--- config.mk ---
export PLATFORM = sky130hd
export DESIGN_NAME = branch_resolver_flat
export DESIGN_NICKNAME = d
export VERILOG_FILES = /design/src/rtl/branch_resolver_pkg.sv /design/src/rtl/branch_resolver_if.sv /design/src/rtl/branch_resolver_rec_fifo.sv /design/src/rtl/branch_resolver.sv /design/src/flat_wrapper.sv
export SDC_FILE = /design/constraint.sdc
export NUM_CORES = 1
export LEC_CHECK = 0
export ABC_CLOCK_PERIOD_IN_PS = 5800
export BUFFER_PORTS_ARGS = -buffer_cell sky130_fd_sc_hd__buf_2
export CAP_MARGIN = 20
export CORE_MARGIN = 8
export CORE_UTILIZATION = 53
export DETAILED_ROUTE_END_ITERATION = 10
export GPL_TIMING_DRIVEN = 1
export HOLD_SLACK_MARGIN = 0.15
export MAX_ROUTING_LAYER = met4
export PLACE_DENSITY = 0.81
export SYNTH_ARGS = -nofsm -noshare
export SYNTH_HDL_FRONTEND = slang
export SYNTH_HIERARCHICAL = 1
export SYNTH_SLANG_ARGS = --single-unit
--- constraint.sdc ---
create_clock -name clk -period 5.8 [get_ports clk]
set_input_delay 1.16 -clock clk [delete_from_list [all_inputs] [get_ports clk]]
set_output_delay 1.16 -clock clk [all_outputs]
set_load 0.005 [all_outputs]
--- src/rtl/branch_resolver_pkg.sv ---
// Shared types and helpers for the gshare branch resolution path.
// Optional feature macro: BRANCH_RESOLVER_STATS_EN (branch/mispredict counters).
package branch_pkg;

    localparam int          PHT_IDX_W  = 8;
    localparam logic [31:0] INSN_BYTES = 32'd4;
    localparam logic [31:0] CNT_MAX    = 32'hFFFF_FFFF;

    // Prediction metadata captured at decode for one in-flight branch.
    typedef struct packed {
        logic                 prediction;
        logic [PHT_IDX_W-1:0] pht_index;
        logic [31:0]          pc;
        logic [31:0]          target;
    } bp_rec_t;

    typedef enum logic [0:0] {
        IDLE  = 1'b0,
        FLUSH = 1'b1
    } br_state_e;

    // Wrong direction, or right "taken" direction but to the wrong place.
    function automatic logic is_mispredict(input bp_rec_t    rec,
                                           input logic        taken,
                                           input logic [31:0] target);
        logic dir_wrong;
        logic tgt_wrong;
        dir_wrong = (rec.prediction != taken);
        tgt_wrong = taken & rec.prediction & (rec.target != target);
        return dir_wrong | tgt_wrong;
    endfunction

    // Where fetch must resume: the real target, or the fall-through (wraps at 32 bits).
    function automatic logic [31:0] correct_pc(input bp_rec_t    rec,
                                               input logic        taken,
                                               input logic [31:0] target);
        return taken ? target : (rec.pc + INSN_BYTES);
    endfunction

    // Saturating event counter step.
    function automatic logic [31:0] sat_inc(input logic [31:0] value);
        return (value == CNT_MAX) ? value : (value + 32'd1);
    endfunction

endpackage

--- src/rtl/branch_resolver_if.sv ---
// Decode/MEM side request signals and predictor/fetch side result signals
// of the branch resolver, bundled as one interface.
interface branch_resolver_if;
    import branch_pkg::*;

    logic                 dec_valid;
    logic                 dec_stall;
    logic                 dec_prediction;
    logic [PHT_IDX_W-1:0] dec_pht_index;
    logic [31:0]          dec_pc;
    logic [31:0]          dec_target;
    logic                 mem_valid;
    logic                 mem_taken;
    logic [31:0]          mem_target;

    logic                 update_valid;
    logic                 update_taken;
    logic [PHT_IDX_W-1:0] update_index;
    logic                 flush;
    logic                 redirect_valid;
    logic [31:0]          redirect_pc;
    logic                 overflow_err;
    logic                 underflow_err;

    // Pipeline side: drives decode/resolve, observes updates and redirects.
    modport master (
        output dec_valid, dec_stall, dec_prediction, dec_pht_index, dec_pc, dec_target,
        output mem_valid, mem_taken, mem_target,
        input  update_valid, update_taken, update_index, flush,
        input  redirect_valid, redirect_pc, overflow_err, underflow_err
    );

    // Resolver side.
    modport slave (
        input  dec_valid, dec_stall, dec_prediction, dec_pht_index, dec_pc, dec_target,
        input  mem_valid, mem_taken, mem_target,
        output update_valid, update_taken, update_index, flush,
        output redirect_valid, redirect_pc, overflow_err, underflow_err
    );

endinterface

--- src/rtl/branch_resolver_rec_fifo.sv ---
// In-order queue of branch prediction records. Pointers carry one extra
// wrap bit so full and empty are distinguishable. A push and pop in the
// same cycle on a full queue is legal: the write lands in the slot being
// vacated. Clear wins over push and pop.
module branch_rec_fifo
    import branch_pkg::*;
#(
    parameter int DEPTH = 4
) (
    input  logic    clk,
    input  logic    rst_n,
    input  logic    push,
    input  bp_rec_t push_rec,
    input  logic    pop,
    input  logic    clear,
    output logic    full,
    output logic    empty,
    output bp_rec_t head
);

    localparam int AW = $clog2(DEPTH);
    localparam int PW = AW + 1;
    localparam logic [PW-1:0] PTR_ZERO = {PW{1'b0}};
    localparam logic [PW-1:0] PTR_ONE  = {{(PW-1){1'b0}}, 1'b1};

    logic [PW-1:0] wr_ptr_q;
    logic [PW-1:0] wr_ptr_d;
    logic [PW-1:0] rd_ptr_q;
    logic [PW-1:0] rd_ptr_d;
    bp_rec_t       mem_q [DEPTH];
    bp_rec_t       mem_d [DEPTH];

    // Status flags and the oldest record, straight from the pointers.
    always_comb begin
        empty = (wr_ptr_q == rd_ptr_q);
        full  = (wr_ptr_q[AW] != rd_ptr_q[AW]) &&
                (wr_ptr_q[AW-1:0] == rd_ptr_q[AW-1:0]);
        head  = mem_q[rd_ptr_q[AW-1:0]];
    end

    // Next pointer and storage contents.
    always_comb begin
        wr_ptr_d = wr_ptr_q;
        rd_ptr_d = rd_ptr_q;
        mem_d    = mem_q;
        if (clear) begin
            wr_ptr_d = PTR_ZERO;
            rd_ptr_d = PTR_ZERO;
        end else begin
            if (push) begin
                mem_d[wr_ptr_q[AW-1:0]] = push_rec;
                wr_ptr_d                = wr_ptr_q + PTR_ONE;
            end else begin
                wr_ptr_d = wr_ptr_q;
            end
            if (pop) begin
                rd_ptr_d = rd_ptr_q + PTR_ONE;
            end else begin
                rd_ptr_d = rd_ptr_q;
            end
        end
    end

    // Pointer registers; reset empties the queue.
    always_ff @(posedge clk) begin
        if (!rst_n) begin
            wr_ptr_q <= PTR_ZERO;
            rd_ptr_q <= PTR_ZERO;
        end else begin
            wr_ptr_q <= wr_ptr_d;
            rd_ptr_q <= rd_ptr_d;
        end
    end

    // Record storage; contents are meaningless while empty, so no reset.
    always_ff @(posedge clk) begin
        mem_q <= mem_d;
    end

endmodule

--- src/rtl/branch_resolver.sv ---
// branch_resolver: compares queued gshare predictions with MEM outcomes,
// trains the PHT and redirects/flushes the pipe on a mispredict.
// Optional feature macro: BRANCH_RESOLVER_STATS_EN adds saturating
// stat_branches / stat_mispredicts counters.
module branch_resolver
    import branch_pkg::*;
#(
    parameter int DEPTH        = 4,
    parameter int FLUSH_CYCLES = 2
) (
    input  logic clk,
    input  logic rst_n,
    branch_resolver_if.slave bus
`ifdef BRANCH_RESOLVER_STATS_EN
    ,
    output logic [31:0] stat_branches,
    output logic [31:0] stat_mispredicts
`endif
);

    localparam int CW = (FLUSH_CYCLES > 1) ? $clog2(FLUSH_CYCLES) : 1;
    localparam logic [CW-1:0] CNT_ZERO = {CW{1'b0}};
    localparam logic [CW-1:0] CNT_ONE  = {{(CW-1){1'b0}}, 1'b1};
    localparam logic [CW-1:0] CNT_LOAD = CW'(FLUSH_CYCLES - 1);

    bp_rec_t   push_rec_s;
    bp_rec_t   head_s;
    logic      full_s;
    logic      empty_s;
    logic      is_idle_s;
    logic      push_req_s;
    logic      push_s;
    logic      pop_s;
    logic      mispredict_s;
    logic      overflow_set_s;
    logic      underflow_set_s;

    br_state_e state_q;
    br_state_e state_d;
    logic [CW-1:0] cnt_q;
    logic [CW-1:0] cnt_d;

    logic                 update_valid_q;
    logic                 update_valid_d;
    logic                 update_taken_q;
    logic                 update_taken_d;
    logic [PHT_IDX_W-1:0] update_index_q;
    logic [PHT_IDX_W-1:0] update_index_d;
    logic                 flush_q;
    logic                 flush_d;
    logic                 redirect_valid_q;
    logic                 redirect_valid_d;
    logic [31:0]          redirect_pc_q;
    logic [31:0]          redirect_pc_d;
    logic                 overflow_err_q;
    logic                 overflow_err_d;
    logic                 underflow_err_q;
    logic                 underflow_err_d;

    branch_rec_fifo #(
        .DEPTH (DEPTH)
    ) u_fifo (
        .clk      (clk),
        .rst_n    (rst_n),
        .push     (push_s),
        .push_rec (push_rec_s),
        .pop      (pop_s),
        .clear    (mispredict_s),
        .full     (full_s),
        .empty    (empty_s),
        .head     (head_s)
    );

    // Queue control: accept/resolve only while IDLE; a pop frees a full slot;
    // a push alongside a mispredict is wrong-path and is discarded.
    always_comb begin
        push_rec_s.prediction = bus.dec_prediction;
        push_rec_s.pht_index  = bus.dec_pht_index;
        push_rec_s.pc         = bus.dec_pc;
        push_rec_s.target     = bus.dec_target;
        is_idle_s       = (state_q == IDLE);
        push_req_s      = bus.dec_valid & ~bus.dec_stall & is_idle_s;
        pop_s           = bus.mem_valid & ~empty_s & is_idle_s;
        mispredict_s    = pop_s & is_mispredict(head_s, bus.mem_taken, bus.mem_target);
        push_s          = push_req_s & (~full_s | pop_s) & ~mispredict_s;
        overflow_set_s  = push_req_s & full_s & ~pop_s;
        underflow_set_s = bus.mem_valid & empty_s & is_idle_s;
    end

    // Flush sequencer: a mispredict holds the pipe in FLUSH for FLUSH_CYCLES cycles.
    always_comb begin
        state_d = state_q;
        cnt_d   = cnt_q;
        case (state_q)
            IDLE: begin
                if (mispredict_s) begin
                    state_d = FLUSH;
                    cnt_d   = CNT_LOAD;
                end else begin
                    state_d = IDLE;
                    cnt_d   = CNT_ZERO;
                end
            end
            FLUSH: begin
                if (cnt_q == CNT_ZERO) begin
                    state_d = IDLE;
                    cnt_d   = CNT_ZERO;
                end else begin
                    state_d = FLUSH;
                    cnt_d   = cnt_q - CNT_ONE;
                end
            end
            default: begin
                state_d = IDLE;
                cnt_d   = CNT_ZERO;
            end
        endcase
    end

    // Next values of the registered outputs; data fields read zero when idle.
    always_comb begin
        update_valid_d   = pop_s;
        update_taken_d   = pop_s & bus.mem_taken;
        update_index_d   = pop_s ? head_s.pht_index : {PHT_IDX_W{1'b0}};
        redirect_valid_d = mispredict_s;
        redirect_pc_d    = mispredict_s ? correct_pc(head_s, bus.mem_taken, bus.mem_target)
                                        : 32'h0000_0000;
        flush_d          = (state_d == FLUSH);
        overflow_err_d   = overflow_err_q | overflow_set_s;
        underflow_err_d  = underflow_err_q | underflow_set_s;
    end

    // State and output registers with synchronous active-low reset.
    always_ff @(posedge clk) begin
        if (!rst_n) begin
            state_q          <= IDLE;
            cnt_q            <= CNT_ZERO;
            update_valid_q   <= 1'b0;
            update_taken_q   <= 1'b0;
            update_index_q   <= {PHT_IDX_W{1'b0}};
            flush_q          <= 1'b0;
            redirect_valid_q <= 1'b0;
            redirect_pc_q    <= 32'h0000_0000;
            overflow_err_q   <= 1'b0;
            underflow_err_q  <= 1'b0;
        end else begin
            state_q          <= state_d;
            cnt_q            <= cnt_d;
            update_valid_q   <= update_valid_d;
            update_taken_q   <= update_taken_d;
            update_index_q   <= update_index_d;
            flush_q          <= flush_d;
            redirect_valid_q <= redirect_valid_d;
            redirect_pc_q    <= redirect_pc_d;
            overflow_err_q   <= overflow_err_d;
            underflow_err_q  <= underflow_err_d;
        end
    end

    assign bus.update_valid   = update_valid_q;
    assign bus.update_taken   = update_taken_q;
    assign bus.update_index   = update_index_q;
    assign bus.flush          = flush_q;
    assign bus.redirect_valid = redirect_valid_q;
    assign bus.redirect_pc    = redirect_pc_q;
    assign bus.overflow_err   = overflow_err_q;
    assign bus.underflow_err  = underflow_err_q;

`ifdef BRANCH_RESOLVER_STATS_EN
    logic [31:0] stat_branches_q;
    logic [31:0] stat_branches_d;
    logic [31:0] stat_mispredicts_q;
    logic [31:0] stat_mispredicts_d;

    // Count every resolved branch and every mispredict, saturating.
    always_comb begin
        stat_branches_d    = pop_s ? sat_inc(stat_branches_q) : stat_branches_q;
        stat_mispredicts_d = mispredict_s ? sat_inc(stat_mispredicts_q) : stat_mispredicts_q;
    end

    // Statistic counter registers.
    always_ff @(posedge clk) begin
        if (!rst_n) begin
            stat_branches_q    <= 32'h0000_0000;
            stat_mispredicts_q <= 32'h0000_0000;
        end else begin
            stat_branches_q    <= stat_branches_d;
            stat_mispredicts_q <= stat_mispredicts_d;
        end
    end

    assign stat_branches    = stat_branches_q;
    assign stat_mispredicts = stat_mispredicts_q;
`endif

endmodule

--- src/flat_wrapper.sv ---
// flat-port wrapper written by rule: the top's interface ports become plain ports
module branch_resolver_flat import branch_pkg::*;
#(
    parameter int DEPTH        = 4,
    parameter int FLUSH_CYCLES = 2
)
  (clk, rst_n, bus_dec_valid, bus_dec_stall, bus_dec_prediction, bus_dec_pht_index, bus_dec_pc, bus_dec_target, bus_mem_valid, bus_mem_taken, bus_mem_target, bus_update_valid, bus_update_taken, bus_update_index, bus_flush, bus_redirect_valid, bus_redirect_pc, bus_overflow_err, bus_underflow_err);
  branch_resolver_if bus_i ();
  input  logic clk;
  input  logic rst_n;
  input wire logic [$bits(bus_i.dec_valid)-1:0] bus_dec_valid;
  input wire logic [$bits(bus_i.dec_stall)-1:0] bus_dec_stall;
  input wire logic [$bits(bus_i.dec_prediction)-1:0] bus_dec_prediction;
  input wire logic [$bits(bus_i.dec_pht_index)-1:0] bus_dec_pht_index;
  input wire logic [$bits(bus_i.dec_pc)-1:0] bus_dec_pc;
  input wire logic [$bits(bus_i.dec_target)-1:0] bus_dec_target;
  input wire logic [$bits(bus_i.mem_valid)-1:0] bus_mem_valid;
  input wire logic [$bits(bus_i.mem_taken)-1:0] bus_mem_taken;
  input wire logic [$bits(bus_i.mem_target)-1:0] bus_mem_target;
  output wire logic [$bits(bus_i.update_valid)-1:0] bus_update_valid;
  output wire logic [$bits(bus_i.update_taken)-1:0] bus_update_taken;
  output wire logic [$bits(bus_i.update_index)-1:0] bus_update_index;
  output wire logic [$bits(bus_i.flush)-1:0] bus_flush;
  output wire logic [$bits(bus_i.redirect_valid)-1:0] bus_redirect_valid;
  output wire logic [$bits(bus_i.redirect_pc)-1:0] bus_redirect_pc;
  output wire logic [$bits(bus_i.overflow_err)-1:0] bus_overflow_err;
  output wire logic [$bits(bus_i.underflow_err)-1:0] bus_underflow_err;
  assign bus_i.dec_valid = bus_dec_valid;
  assign bus_i.dec_stall = bus_dec_stall;
  assign bus_i.dec_prediction = bus_dec_prediction;
  assign bus_i.dec_pht_index = bus_dec_pht_index;
  assign bus_i.dec_pc = bus_dec_pc;
  assign bus_i.dec_target = bus_dec_target;
  assign bus_i.mem_valid = bus_mem_valid;
  assign bus_i.mem_taken = bus_mem_taken;
  assign bus_i.mem_target = bus_mem_target;
  assign bus_update_valid = bus_i.update_valid;
  assign bus_update_taken = bus_i.update_taken;
  assign bus_update_index = bus_i.update_index;
  assign bus_flush = bus_i.flush;
  assign bus_redirect_valid = bus_i.redirect_valid;
  assign bus_redirect_pc = bus_i.redirect_pc;
  assign bus_overflow_err = bus_i.overflow_err;
  assign bus_underflow_err = bus_i.underflow_err;
  branch_resolver #(.DEPTH(DEPTH), .FLUSH_CYCLES(FLUSH_CYCLES)) u_core (.clk(clk), .rst_n(rst_n), .bus(bus_i));
endmodule
==> impl_metrics.env, run 1 <==
export IMPL_outcome="finished, final reports clean"
export IMPL_relSlewSlack=0.3076
export IMPL_clk_insertion_delay_late_ns=0.53
export IMPL_drc=0
export IMPL_synth_async_sr_flop_share=0
export IMPL_drt_total_wl_mm=32.13
export IMPL_area_growth_pct=16.83
export IMPL_htreeDepth=2
export IMPL_clkSlewWorstSetupHoldPaths_ns=0.06
export IMPL_synth_cell_types=52
export IMPL_intPower_uw=4675
export IMPL_r2r_start="u_core/u_fifo/rd_ptr_q[0]"
export IMPL_min_path_cells=1
export IMPL_timing_fmax_ghz=0.2207
export IMPL_synth_edf_count=292
export IMPL_period_needed_ns=4.531
export IMPL_fill_cells=1810
export IMPL_hold_class="register to register"
export IMPL_cts_sinks=345
export IMPL_utilization=0.6236
export IMPL_antenna_found_initial=3
export IMPL_cp_required_ns=6.01
export IMPL_worstHoldStart="u_core/bus.underflow_err"
export IMPL_critical_path_arrival_ns=4.74
export IMPL_avgSynthCellArea_sq_um=18.27
export IMPL_r2r_cells=10
export IMPL_cts_root_buf="clkbuf_16"
export IMPL_ir_drop_mv=0.2654
export IMPL_design_die_area_sq_um=31440
export IMPL_drt_first_iter_violations=873
export IMPL_cts_tree="done"
export IMPL_setup_viol=0
export IMPL_synth_seq_area_share=0.7127
export IMPL_via_per_inst=6.031
export IMPL_routedWlPerCell_um=24.91
export IMPL_dr_pass1_iters=5
export IMPL_hold_buffers=0
export IMPL_period_share=0.7812
export IMPL_vias=7780
export IMPL_syn_area_sq_um=13790
export IMPL_hold_end="u_core/bus.underflow_err"
export IMPL_p_leak_uw=0.005519
export IMPL_finalMaxSlewViolations=0
export IMPL_path_class="register to register"
export IMPL_boundaryPins=157
export IMPL_postCtsSetupBuffers=0
export IMPL_synth_seq_cells=345
export IMPL_rsz0062_at_grt="false"
export IMPL_ant_nets=0
export IMPL_tightest_slew_ns=1.034
export IMPL_gp_congestion=0.8369
export IMPL_rows=59
export IMPL_yosys_warnings=6
export IMPL_grt_max_degree=74
export IMPL_r2r_setup_slack_ns=1.27
export IMPL_r2r_end="u_core/u_fifo/mem_q[183]"
export IMPL_grt_pass1_wl_mm=47.40
export IMPL_initial_core_util=0.5338
export IMPL_p_total_uw=6322
export IMPL_cts_buffers=36
export IMPL_p_clk_frac=0.343
export IMPL_power_frac_comb=0.181
export IMPL_critPathLaunchType="register"
export IMPL_cts_buffer_depth=3
export IMPL_drive_above_1_share=0.3277
export IMPL_dieHeight_um=177.3
export IMPL_final_cell_mix="edfxtp_1, buf_2, mux4_2, dfxtp_1"
export IMPL_cp_end_kind="register"
export IMPL_setup_tns_ns=0
export IMPL_dp_hpwl_mm=21.53
export IMPL_crit_fanout=48
export IMPL_pwr_share_seq=0.475
export IMPL_maxCapViolCount=0
export IMPL_grt_usage=0.2082
export IMPL_synth_cells=755
export IMPL_die_width_um=177.3
export IMPL_final_common_cell="edfxtp_1"
export IMPL_ys_flop_type="edfxtp_1"
export IMPL_hold_viol=0
export IMPL_first_global_vias=7871
export IMPL_ctsResizeCount=0
export IMPL_grt_overflow=0
export IMPL_synth_net_count=873
export IMPL_core_area_sq_um=25840
export IMPL_p_sw_uw=1647
export IMPL_port_buffers=156
export IMPL_final_setup_skew_ns=0.02742
export IMPL_nets=1043
export IMPL_switching_share=0.2605
export IMPL_power_density_nw_per_um2=392.4
## final cells by class
cell class,instances,area [sq um],area share
antenna,3,7.507,0.0004659
multi-input combinational,365,3752,0.2329
clock buffer,52,1056,0.06554
tap,335,419.2,0.02601
sequential,345,9837,0.6105
clock inverter,13,82.58,0.005125
timing repair buffer,169,928.4,0.05762
inverter,8,30.03,0.001864
## sequential cells by signal (all words and copies together) (netlist names), 3 cells and up
| signal | count |
|---|---|
| u_core/bus.redirect_pc | 32 |
| u_core/bus.update_index | 8 |
| u_core/u_fifo/mem_q | 292 |
| u_core/u_fifo/rd_ptr_q | 3 |
| u_core/u_fifo/wr_ptr_q | 3 |
## synthesized netlist by cell type (2+ instances only)
| cell | n | area, sq um |
|---|---|---|
| and4_1 | 4 | 35.03 |
| nand4_1 | 7 | 43.79 |
| clkbuf_1 | 18 | 67.56 |
| xor2_1 | 40 | 350.3 |
| nand2b_1 | 6 | 37.54 |
| xnor2_1 | 8 | 70.07 |
| a2111oi_0 | 6 | 52.55 |
| a211o_1 | 2 | 17.52 |
| ha_1 | 7 | 87.58 |
| a21bo_2 | 2 | 20.02 |
| edfxtp_1 | 292 | 8768 |
| nor4_1 | 14 | 87.58 |
| nor2b_1 | 14 | 87.58 |
| nand3b_1 | 2 | 15.01 |
| nor3b_1 | 6 | 45.04 |
| buf_2 | 10 | 50.05 |
| nand4b_1 | 2 | 17.52 |
| and2_1 | 4 | 25.02 |
| o21a_1 | 6 | 45.04 |
| a21o_1 | 2 | 15.01 |
| nand3_1 | 13 | 65.06 |
| a21oi_1 | 19 | 95.09 |
| o21ai_0 | 4 | 20.02 |
| buf_6 | 7 | 78.83 |
| a211oi_1 | 23 | 172.7 |
| o31a_1 | 2 | 17.52 |
| dfxtp_1 | 53 | 1061 |
| and3_1 | 15 | 93.84 |
| nor3_1 | 24 | 120.1 |
| a2111oi_2 | 4 | 60.06 |
| nand2_1 | 15 | 56.30 |
| mux4_2 | 73 | 1644 |
| inv_1 | 7 | 26.28 |
| nor2_1 | 15 | 56.30 |
| mux2i_1 | 12 | 120.1 |
## worst max-delay path: stages (launching register included)
cell     delay [ns]
dfxtp_4        0.76
buf_12         0.35
mux4_2         0.55
xor2_1         0.17
nor4_1         0.37
nand4_1        0.20
o21ai_4        0.21
a22o_1         0.30
nor2b_1        0.25
and2_4         0.70
buf_12         0.30
## cells by family (layout without fill, tap and decap cells)
kind of cell,Yosys count,in the layout,synth area share
buffers and inverters,45,242,0.01724
AND/OR/NAND/NOR,150,150,0.06477
XOR/XNOR,48,48,0.03048
flip-flops,345,345,0.7127
multiplexers,85,85,0.1279
other,0,3,0
AO/OA/AOI/OAI,75,75,0.04055
adder cells (fa/ha/maj),7,7,0.006350
## how the worst max path moves through the flow
stage                     cells past startpoint                       from                        to
after floorplan                              12  u_core/u_fifo/rd_ptr_q[0]    u_core/u_fifo/mem_q[0]
after global placement                       10  u_core/u_fifo/rd_ptr_q[0]  u_core/u_fifo/mem_q[262]
after detailed placement                      9  u_core/u_fifo/rd_ptr_q[0]  u_core/u_fifo/mem_q[146]
after CTS                                    10  u_core/u_fifo/rd_ptr_q[0]  u_core/u_fifo/mem_q[278]
after global routing                         10  u_core/u_fifo/rd_ptr_q[0]  u_core/u_fifo/mem_q[268]
final                                        10  u_core/u_fifo/rd_ptr_q[0]  u_core/u_fifo/mem_q[183]
## power by group through the flow
stage	Combinational, uW	Sequential [uW]	Clock [uW]
2_1_floorplan	841	3010	0
3_3_place_gp	1110	3050	0
3_5_place_dp	1140	3060	0
4_1_cts	1150	3010	2200
5_1_grt	1230	3020	2300
6_report	1150	3000	2170
## layer usage
layer  vias up  wire length, um  GRT usage
li1       3403                -          -
met5         -                0          -
met4         0              766    0.06391
met3        61             3307    0.05596
met1      3902            12730     0.2678
met2       414            15330     0.3219
## stage by stage
stage	instance area, sq um	hold slack [ns]	cells	setup WS [ns]
2_1_floorplan	13790	0.4642	755	0.6850
3_3_place_gp	14970	0.4609	1222	1.332
3_5_place_dp	14970	0.4836	1222	1.312
4_1_cts	16110	0.5004	1287	1.221
5_1_grt	16110	0.5290	1290	0.9634
6_report	16110	0.4877	1290	1.269
Power figures use the tool's default switching activity.
==> inputs of run 2 (changes only) <==
- ABC_CLOCK_PERIOD_IN_PS: 5800 -> 4200
- CORE_UTILIZATION: 53 -> 58
- PLACE_DENSITY: 0.81 -> 0.84
- clock period: 5.8 -> 4.2 ns (I/O delays scaled with it)
==> run 2 against run 1 <==
Against the previous run:
- via count up 2.7%
- worst hold slack better by 0.0028 ns
- sequential power grew 37%
- global-route usage up 2.4 points
- maximum frequency rose by 14%
- largest cell class unchanged
- sequential cell count is the same
- combinational power rose by 48%
- clock skew shrank 0.015 ns
- die area fell by 7.9%
- sequential share of layout area shrank 0.67 points
==> impl_metrics.env, run 2 (synthesized netlist as in run 1, its figures left out) <==
export IMPL_clkSlewWorstSetupHoldPaths_ns=0.06
export IMPL_cts_buffers=35
export IMPL_drt_first_iter_violations=1103
export IMPL_cp_top_family="simple AND/OR/NAND/NOR gates"
export IMPL_ctsResizeCount=0
export IMPL_largest_register_ffs=292
export IMPL_cts_buffer_depth=3
export IMPL_ant_nets=0
export IMPL_gp_congestion=0.8520
export IMPL_grt_overflow=0
export IMPL_design_die_area_sq_um=28970
export IMPL_rsz0062_at_grt="false"
export IMPL_outcome="finished, final reports clean"
export IMPL_placed_area_sq_um=15150
export IMPL_grt_pass1_wl_mm=48.96
export IMPL_setup_viol=0
export IMPL_cts_sinks=345
export IMPL_area_growth_pct=18.13
export IMPL_grt_usage=0.2322
export IMPL_dieHeight_um=170.2
export IMPL_rows=56
export IMPL_period_needed_ns=3.966
export IMPL_timing_fmax_ghz=0.2522
export IMPL_fill_cells=1457
export IMPL_cp_cell_sequence="buf_12 > mux4_2 > xor2_1 > nor4_1 > nand4_1 > o21ai_4 > a22o_1 > nor2b_1 > and2_4 > buf_12"
export IMPL_core_area_sq_um=23400
export IMPL_p_leak_uw=0.005643
export IMPL_drt_total_wl_mm=32.57
export IMPL_finalMaxSlewViolations=0
export IMPL_cp_end_kind="register"
export IMPL_worst_path_buf_inv=2
export IMPL_relSlewSlack=0.5416
export IMPL_cts_tree="done"
export IMPL_stdcell_area_sq_um=16290
export IMPL_setup_tns_ns=0
export IMPL_grt_max_degree=65
export IMPL_cp_required_ns=4.40
export IMPL_diodes=0
export IMPL_antenna_found_initial=0
export IMPL_critPathLaunchType="register"
export IMPL_clk_insertion_delay_late_ns=0.51
export IMPL_final_cell_mix="edfxtp_1, buf_2, mux4_2, dfxtp_1, xor2_1"
export IMPL_htreeDepth=2
export IMPL_cts_root_buf="clkbuf_16"
export IMPL_utilization=0.6962
export IMPL_p_total_uw=8884
export IMPL_dr_pass1_iters=5
export IMPL_ir_drop_mv=0.3339
export IMPL_maxCapViolCount=0
export IMPL_crit_fanout=26
export IMPL_path_class="register to register"
export IMPL_boundaryPins=157
export IMPL_power_density_nw_per_um2=545.3
export IMPL_hold_viol=0
export IMPL_die_width_um=170.2
export IMPL_hold_class="register to register"
export IMPL_final_setup_skew_ns=0.01267
export IMPL_nets=1062
export IMPL_vias=7988
export IMPL_tightest_slew_ns=0.6703
export IMPL_initial_core_util=0.5893
export IMPL_via_per_inst=6.197
export IMPL_hold_buffers=0
export IMPL_max_stage_delay_ns=0.54
export IMPL_routedWlPerCell_um=25.27
export IMPL_dp_hpwl_mm=22.25
export IMPL_cp_common_cell="buf_12"
export IMPL_regMostFlops="u_core/u_fifo/mem_q"
export IMPL_slowest_stage="mux4_2"
export IMPL_drc=0
export IMPL_first_global_vias=8183
export IMPL_postCtsSetupBuffers=0
export IMPL_critical_path_arrival_ns=4.17
export IMPL_final_common_cell="edfxtp_1"
export IMPL_port_buffers=156
export IMPL_period_share=0.9442
export IMPL_drive_above_1_share=0.3433
run 2: changes by cell type in the layout (fill, tap and decap cells not counted), moves of 3 or more:
cell and delta:
clkbuf_1 -4, buf_4 +16, diode_2 -3, bufinv_16 +4, buf_12 +4, clkbuf_16 -3
run 2: area by class of cell:
class,count,area [sq um],area share
Clock buffer,44,952.2,0.05844
Multi-Input combinational cell,365,3752,0.2303
Sequential cell,345,9837,0.6038
Clock inverter,19,192.7,0.01183
Tap cell,319,399.1,0.02450
Inverter,8,30.03,0.001843
Timing Repair Buffer,189,1129,0.06927
run 2: report_power, final:
| part | switching [uW] | internal, uW | total (uW) | leakage (uW) |
|---|---|---|---|---|
| combinational | 968 | 731 | 1700 | 0.00201 |
| clock | 1220 | 1850 | 3070 | 0.000560 |
| sequential | 94.8 | 4020 | 4110 | 0.00308 |
run 2: metrics by stage:
| step | hold WS [ns] | cells | setup slack, ns |
|---|---|---|---|
| 2_1_floorplan | 0.4642 | 755 | 0.02093 |
| 3_3_place_gp | 0.4540 | 1226 | 0.4642 |
| 3_5_place_dp | 0.4562 | 1226 | 0.3223 |
| 4_1_cts | 0.4700 | 1289 | 0.2083 |
| 5_1_grt | 0.4932 | 1289 | 0.05487 |
| 6_report | 0.4906 | 1289 | 0.2342 |
run 2: metal layers:
metal  routed length, um  up-vias  GRT usage  part of all wire
li1                    -     3433          -                 -
met1               12480     4034     0.2989              0.38
met2               16210      458     0.3726              0.50
met3                2971       63    0.04217             0.091
met4                 907        0    0.07513             0.028
met5                   0        -          -                 0
run 2: worst paths after layout:
path                                           startpoint                       end  slack (ns)  cells after the start
worst max-delay path            u_core/u_fifo/rd_ptr_q[0]  u_core/u_fifo/mem_q[178]        0.23                     10
worst min-delay path             u_core/bus.underflow_err  u_core/bus.underflow_err        0.49                      1
worst max register to register  u_core/u_fifo/rd_ptr_q[0]  u_core/u_fifo/mem_q[178]        0.23                     10
worst min register to register   u_core/bus.underflow_err  u_core/bus.underflow_err        0.49                      1
==> inputs of run 3 (changes only) <==
- ABC_CLOCK_PERIOD_IN_PS: 4200 -> not set
- CELL_PAD_IN_SITES_DETAIL_PLACEMENT: not set -> 2
- CELL_PAD_IN_SITES_GLOBAL_PLACEMENT: not set -> 2
- CORE_UTILIZATION: 58 -> 44
- CTS_CLUSTER_SIZE: not set -> 12
- PLACE_DENSITY: 0.84 -> 0.85
==> run 3 against run 2 <==
Against the previous run:
- total power is 2.8% higher
- sequential cell count stayed put
- worst setup slack worse by 0.051 ns
- critical path depth stayed put
- sequential share of layout area is 0.51 points lower
- via count is 4.0% higher
- global-route usage is 1.6 points higher
- clock power is 2% higher
- non-clock buffer count is 5 lower
- final cell count is 6.4% higher
==> impl_metrics.env, run 3 (synthesized netlist as in run 1, its figures left out) <==
export IMPL_area_growth_pct=19.14
export IMPL_crit_fanout=41
export IMPL_pwr_share_seq=0.454
export IMPL_cts_tree="done"
export IMPL_nets=1060
export IMPL_initial_core_util=0.4416
export IMPL_ctsResizeCount=0
export IMPL_finalMaxSlewViolations=0
export IMPL_core_area_sq_um=31230
export IMPL_intPower_uw=6572
export IMPL_p_sw_uw=2559
export IMPL_cp_common_cell="buf_12"
export IMPL_setup_viol=0
export IMPL_hold_buffers=0
export IMPL_maxCapViolCount=0
export IMPL_boundaryPins=157
export IMPL_critPathLaunchType="register"
export IMPL_rsz0062_at_grt="false"
export IMPL_critical_path_arrival_ns=4.20
export IMPL_switching_share=0.2802
export IMPL_htreeDepth=2
export IMPL_vias=8304
export IMPL_dp_hpwl_mm=30.39
export IMPL_cts_root_buf="clkbuf_16"
export IMPL_final_setup_skew_ns=0.01921
export IMPL_stdcell_area_sq_um=16430
export IMPL_p_leak_uw=0.005647
export IMPL_drc=0
export IMPL_clk_insertion_delay_late_ns=0.52
export IMPL_ant_nets=0
export IMPL_outcome="finished, final reports clean"
export IMPL_antenna_found_initial=1
export IMPL_ir_drop_mv=0.3739
export IMPL_placed_area_sq_um=15260
export IMPL_die_width_um=193.0
export IMPL_drive_above_1_share=0.3457
export IMPL_cp_cell_sequence="buf_12 > mux4_2 > xor2_1 > nor4_1 > nand4_1 > o21ai_4 > a21boi_0 > nor2b_2 > and2_4 > buf_12"
export IMPL_dr_pass1_iters=7
export IMPL_clkSlewWorstSetupHoldPaths_ns=0.06
export IMPL_gp_congestion=0.7583
export IMPL_tightest_slew_ns=0.7658
export IMPL_hold_viol=0
export IMPL_whs_ns=0.4748
export IMPL_grt_pass1_wl_mm=64.32
export IMPL_power_frac_comb=0.202
export IMPL_cp_required_ns=4.38
export IMPL_routedWlPerCell_um=32.37
export IMPL_max_stage_delay_ns=0.59
export IMPL_power_density_nw_per_um2=555.7
export IMPL_cts_buffers=38
export IMPL_drt_first_iter_violations=675
export IMPL_period_share=0.9564
export IMPL_path_class="register to register"
export IMPL_design_die_area_sq_um=37270
export IMPL_cts_sinks=345
export IMPL_first_global_vias=9034
export IMPL_dieHeight_um=193.0
export IMPL_postCtsSetupBuffers=0
export IMPL_setup_tns_ns=0
export IMPL_timing_fmax_ghz=0.2490
export IMPL_cts_buffer_depth=3
export IMPL_relSlewSlack=0.4894
export IMPL_grt_overflow=0
export IMPL_rows=65
export IMPL_period_needed_ns=4.017
export IMPL_regMostFlops="u_core/u_fifo/mem_q"
export IMPL_grt_max_degree=65
export IMPL_largest_register_ffs=292
export IMPL_final_common_cell="edfxtp_1"
export IMPL_via_per_inst=6.052
export IMPL_hold_class="register to register"
export IMPL_drt_total_wl_mm=44.42
export IMPL_port_buffers=156
export IMPL_final_cell_mix="edfxtp_1, buf_2, mux4_2, dfxtp_1, xor2_1"
export IMPL_cp_end_kind="register"
export IMPL_p_clk_frac=0.344
export IMPL_grt_usage=0.2477
export IMPL_slowest_stage="mux4_2"
export IMPL_p_total_uw=9131
export IMPL_utilization=0.5262
[run 3: cell types whose count changed in the layout (fill, tap and decap cells not counted), moves of 4 or more]
cell,before,now
buf_12,8,12
clkbuf_8,0,6
clkbuf_1,7,13
bufinv_16,4,0
buf_4,25,16
clkinv_1,8,1
[run 3: worst max-delay path, delay by kind of cell, from the launching register on]
family          cells  cell delay [ns]
mux                 1             0.59
simple gates        4             1.28
buf+inv             2             0.57
xor+xnor            1             0.18
flops               1             0.49
compound gates      2             0.51
[run 3: path summary, 6_finish.rpt]
| check | start | endpoint | slack [ns] | cells after the start |
|---|---|---|---|---|
| setup / recovery | u_core/u_fifo/rd_ptr_q[0] | u_core/u_fifo/mem_q[109] | 0.18 | 10 |
| hold / removal | u_core/bus.underflow_err | u_core/bus.underflow_err | 0.47 | 1 |
| setup reg to reg | u_core/u_fifo/rd_ptr_q[0] | u_core/u_fifo/mem_q[109] | 0.18 | 10 |
| hold reg to reg | u_core/bus.underflow_err | u_core/bus.underflow_err | 0.47 | 1 |
[run 3: cell type report]
cell class                 instances  area (sq um)
clock inverter                     9         55.05
antenna                            1         2.502
sequential                       345          9837
timing repair buffer             184          1141
multi-input combinational        365          3756
fill                            2782         14800
inverter                           8         30.03
tap                              402         503.0
clock buffer                      58          1107
[run 3: power by group through the flow]
stage,Sequential (uW),Clock (uW),Combinational [uW]
2_1_floorplan,4150,0,1170
3_3_place_gp,4170,0,1660
6_report,4140,3140,1840
3_5_place_dp,4210,0,1800
4_1_cts,4140,3210,1840
5_1_grt,4160,3320,1940
[run 3: metal layers]
layer	global-route usage	vias to the layer above	wire (um)
met2	0.4114	371	22490
met4	0.09467	0	1767
li1	-	3436	-
met3	0.03309	103	2496
met1	0.3084	4394	17670
met5	-	-	0
[run 3: stage by stage]
step | setup slack (ns) | instances
global placement | 0.3511 | 1304
global route | 0.03861 | 1372
floorplan | 0.02093 | 755
finish | 0.1833 | 1372
detailed placement | 0.1840 | 1304
CTS | 0.04464 | 1371
